**src/rtl/arith_pkg.sv**
```systemverilog
// Shared arithmetic constants for the datapath leaf blocks.
package arith_pkg;

    localparam int DEFAULT_ADD_WIDTH = 1;

endpackage

```
**src/rtl/full_adder_cell.sv**
```systemverilog
// One-bit full adder cell; chained by full_adder to form a ripple-carry adder.
module full_adder_cell (
    input  logic a,
    input  logic b,
    input  logic cin,
    output logic s,
    output logic cout
);

    assign s    = a ^ b ^ cin;
    assign cout = (a & b) | (a & cin) | (b & cin);

endmodule

```
**src/rtl/full_adder.sv**
```systemverilog
// Parameterizable ripple-carry adder with combinational sum/carry/overflow
// and a one-cycle registered copy of the same result.
import arith_pkg::*;

module full_adder #(
    parameter int WIDTH = DEFAULT_ADD_WIDTH
) (
    output logic [WIDTH-1:0] s,
    output logic             cout,
    input  logic [WIDTH-1:0] a,
    input  logic [WIDTH-1:0] b,
    input  logic             cin,
    input  logic             clk,
    input  logic             rst,
    output logic             ovf,
    output logic [WIDTH-1:0] s_q,
    output logic             cout_q,
    output logic             ovf_q
);

    // c[i] is the carry into bit i; c[WIDTH] is the carry out of the MSB.
    logic [WIDTH:0] c;

    assign c[0] = cin;

    for (genvar i = 0; i < WIDTH; i++) begin : g_cell
        full_adder_cell u_cell (
            .a    (a[i]),
            .b    (b[i]),
            .cin  (c[i]),
            .s    (s[i]),
            .cout (c[i+1])
        );
    end

    assign cout = c[WIDTH];
    assign ovf  = c[WIDTH-1] ^ c[WIDTH];

    // NOTE: non-blocking assignments so every register samples pre-edge values.
    always_ff @(posedge clk or posedge rst) begin
        if (rst) begin
            s_q    <= '0;
            cout_q <= 1'b0;
            ovf_q  <= 1'b0;
        end else begin
            s_q    <= s;
            cout_q <= cout;
            ovf_q  <= ovf;
        end
    end

endmodule

```
**config.mk**
```make
export PLATFORM = sky130hd
export DESIGN_NAME = full_adder
export DESIGN_NICKNAME = d
export VERILOG_FILES = /design/src/rtl/arith_pkg.sv /design/src/rtl/full_adder_cell.sv /design/src/rtl/full_adder.sv
export SDC_FILE = /design/constraint.sdc
export NUM_CORES = 1
export LEC_CHECK = 0
export CAP_MARGIN = 20
export CELL_PAD_IN_SITES_DETAIL_PLACEMENT = 1
export CELL_PAD_IN_SITES_GLOBAL_PLACEMENT = 1
export CORE_AREA = 2 2 39 41
export CTS_CLUSTER_SIZE = 12
export DETAILED_ROUTE_END_ITERATION = 8
export DIE_AREA = 0 0 41 43
export GPL_ROUTABILITY_DRIVEN = 0
export HOLD_SLACK_MARGIN = 0.06
export MAX_ROUTING_LAYER = met4
export PLACE_DENSITY_LB_ADDON = 0.08
export SETUP_SLACK_MARGIN = 0.05
export SYNTH_ARGS = -nofsm -noshare
export SYNTH_HDL_FRONTEND = slang
export SYNTH_SLANG_ARGS = --single-unit
```
**constraint.sdc**
```tcl
create_clock -name clk -period 1.12 [get_ports clk]
set_input_delay 0.168 -clock clk [delete_from_list [all_inputs] [get_ports clk]]
set_output_delay 0.168 -clock clk [all_outputs]
set_load 0.01 [all_outputs]
```
==> metrics.md <==
| Metric | Value |
|---|---|
| Post-synthesis sequential area ratio | 69.8% |
| Fin. max-slew vios | 0 |
| Synth area leaders | dfrtp_1, fa_1, xor2_1 |
| Post-DR vias/cell | 2.90 |
| Vias | 122 |
| Post-Synthesis Cell Area | 108 um^2 |
| Antenna violation net count after detailed routing | 0 |
| Switching part of the total | 23.0% |
| Ports | 11 |
| Hold-fix buffers at CTS | 0 |
| Syn_nets | 12 |
| Post-route setup slack | -25.7 ps |
| PD cells | 1430 nW/um^2 |
| Combinational share of power | 30.2% |
| Rel. slew slack | 91.5% |
| Area growth, synth to finish | 187% |
| CTS buffer count | 3 |
| Post-synth top area share | 69.8% |
| Post-detailed-routing wire length | 350 um |
| Fmax achieved | 873 MHz |
| Min-Delay Path Class | in2async |
| # setup viols final | 1 |
| RSZ-0062 raised after global routing | yes |
| Die area | 1760 um^2 |
| Leak | 0.150 nW |
| Overflow left after global routing | 0 |
| Critical path startpoint category | primary input |
| Post-synthesis cell type count | 4 |
| Yosys reg bits | 3 |
| Fin area | 309 um^2 |
| Share of cells above drive strength 1 | 65.4% |
| Nets | 33 |
| CTS max path bufs | 2 |
| Max Cap Violations | 0 |
| Psw | 0.102 mW |
| Core box area | 1380 um^2 |
| H-Tree Depth | 1 |
| Post-route insts no fill | 42 |
| Row Count | 14 |
| Reg area | 75.1 um^2 |
| CTS clk-pin slew, worst paths | 40 ps |
| Tot Pwr | 0.441 mW |
| TritonCTS clock tree | yes |
| First drt pass iteration count | 1 |
| Final worst-path cycle share | 102% |
| Post-Route Hold Slack | 110 ps |
| Pin count of the biggest net entering global routing | 4 |
| Dpl cells | 35 |
| Cell taking the most area after synthesis | dfrtp_1 |
| Sequential fraction of design power | 28.2% |
| Int Pwr | 0.339 mW |
| Clock power frac | 41.6% |
| Final worst path period need | 1150 ps |
| Commonest non-fill, non-tap cell in the layout | buf_6 |
| DIE HEIGHT | 43 um |
| Most frequent cells in the layout | buf_6, buf_4, clkbuf_4, dfrtp_1 |
| Worst-margin pin slew | 129 ps |
| WL/cell | 8.33 um |
| Post-synthesis cell count | 6 |
| Required time of the worst setup path | 950 ps |
| Multi-input combinational cell area | 38.8 um^2 |
| CP Data Arrival Time | 980 ps |
| Area after DPL | 258 um^2 |
| PortBufs | 10 |
| Gr usage total | 6.10% |
| Max FO, Critical Path | 2 |
| Antenna violations before repair | 0 |
| Filler cells | 158 |
| Initial DRC count | 0 |
| Final Hold Fails | 0 |
| Die X | 41 um |
| Worst setup EP type | output port |
| Ys Warns | 0 |
| Syn Area/Cell | 17.9 um^2 |
| CTS sink cnt | 3 |
| N_diodes | 0 |
| First-pass GRT wire length | 572 um |
| Clock root cell | clkbuf_4 |
| Maximum vdd drop | 347 uV |
| Failing checks | negative setup slack |
| Outcome | complete, but fails checks |
| Initial core utilization | 7.78% |
| Critical path class | in2out |
| Final core utilization | 22.3% |
| Remaining DRCs | 0 |
| Vias in the first global route | 151 |
-- worst max-delay path, cell delays in order --
cell and delay [ps]:
buf_6 100, fa_2 410, xor2_2 160, buf_2 140
-- final cells by class --
| class | instances | area share (%) |
|---|---|---|
| timing repair buffer | 16 | 47.0 |
| sequential | 3 | 24.3 |
| multi-input combinational | 2 | 12.6 |
| clock buffer | 4 | 8.50 |
| tap | 16 | 6.48 |
| inverter | 1 | 1.21 |
-- power groups by stage --
stage | Sequential (mW) | Clock (mW) | Combinational [mW]
after floorplan | 0.134 | 0 | 0.0253
after global placement | 0.127 | 0 | 0.118
after detailed placement | 0.126 | 0 | 0.118
after CTS | 0.124 | 0.195 | 0.122
after global routing | 0.126 | 0.210 | 0.146
final | 0.124 | 0.184 | 0.133
-- repair_timing --
action                                  in CTS  in global routing
resized for setup                           32                  3
buffers inserted                             2                  1
endpoints found under the setup margin       8                  4
hold endpoints to repair                     0                  0
pin swaps                                    2                  2
-- registers in the layout, indices dropped and copies added (netlist names) --
| name | flops |
|---|---|
| cout_q | 1 |
| s_q | 1 |
| ovf_q | 1 |
-- logic make-up (layout without fill, tap and decap cells) --
group / count (synthesis) / count (layout) / synth area share (%)
buffers and inverters: 1 / 21 / 3.49
adder cells (fa/ha/maj): 1 / 1 / 18.6
flip-flops: 3 / 3 / 69.8
XOR/XNOR: 1 / 1 / 8.14
-- metrics by stage --
step	worst slack [ps]	setup TNS [ps]
after floorplan	50.9	0
after global placement	-884	-3350
after detailed placement	-893	-3370
after CTS	-58.5	-58.5
after global routing	-54.0	-69.8
final	-25.7	-25.7
-- synthesized netlist by cell type --
master   count
inv_1        1
fa_1         1
xor2_1       1
dfrtp_1      3
-- worst max path at each step --
stage,startpoint,cells past startpoint,slack (ps),end
6_report,a,4,-30,ovf
3_3_place_gp,a,4,-880,ovf
4_1_cts,a,4,-60,ovf
3_5_place_dp,a,4,-890,ovf
5_1_grt,a,4,-50,ovf
2_1_floorplan,a,2,50,ovf
-- layer usage --
layer  global-route usage (%)  vias to the layer above  part of all wire (%)
li1                         -                       56                     -
met3                     5.76                        0                    25
met1                     3.92                       55                    24
met5                        -                        -                     0
met4                     8.00                        0                     0
met2                     7.50                       11                    51
Power figures use the tool's default switching activity.
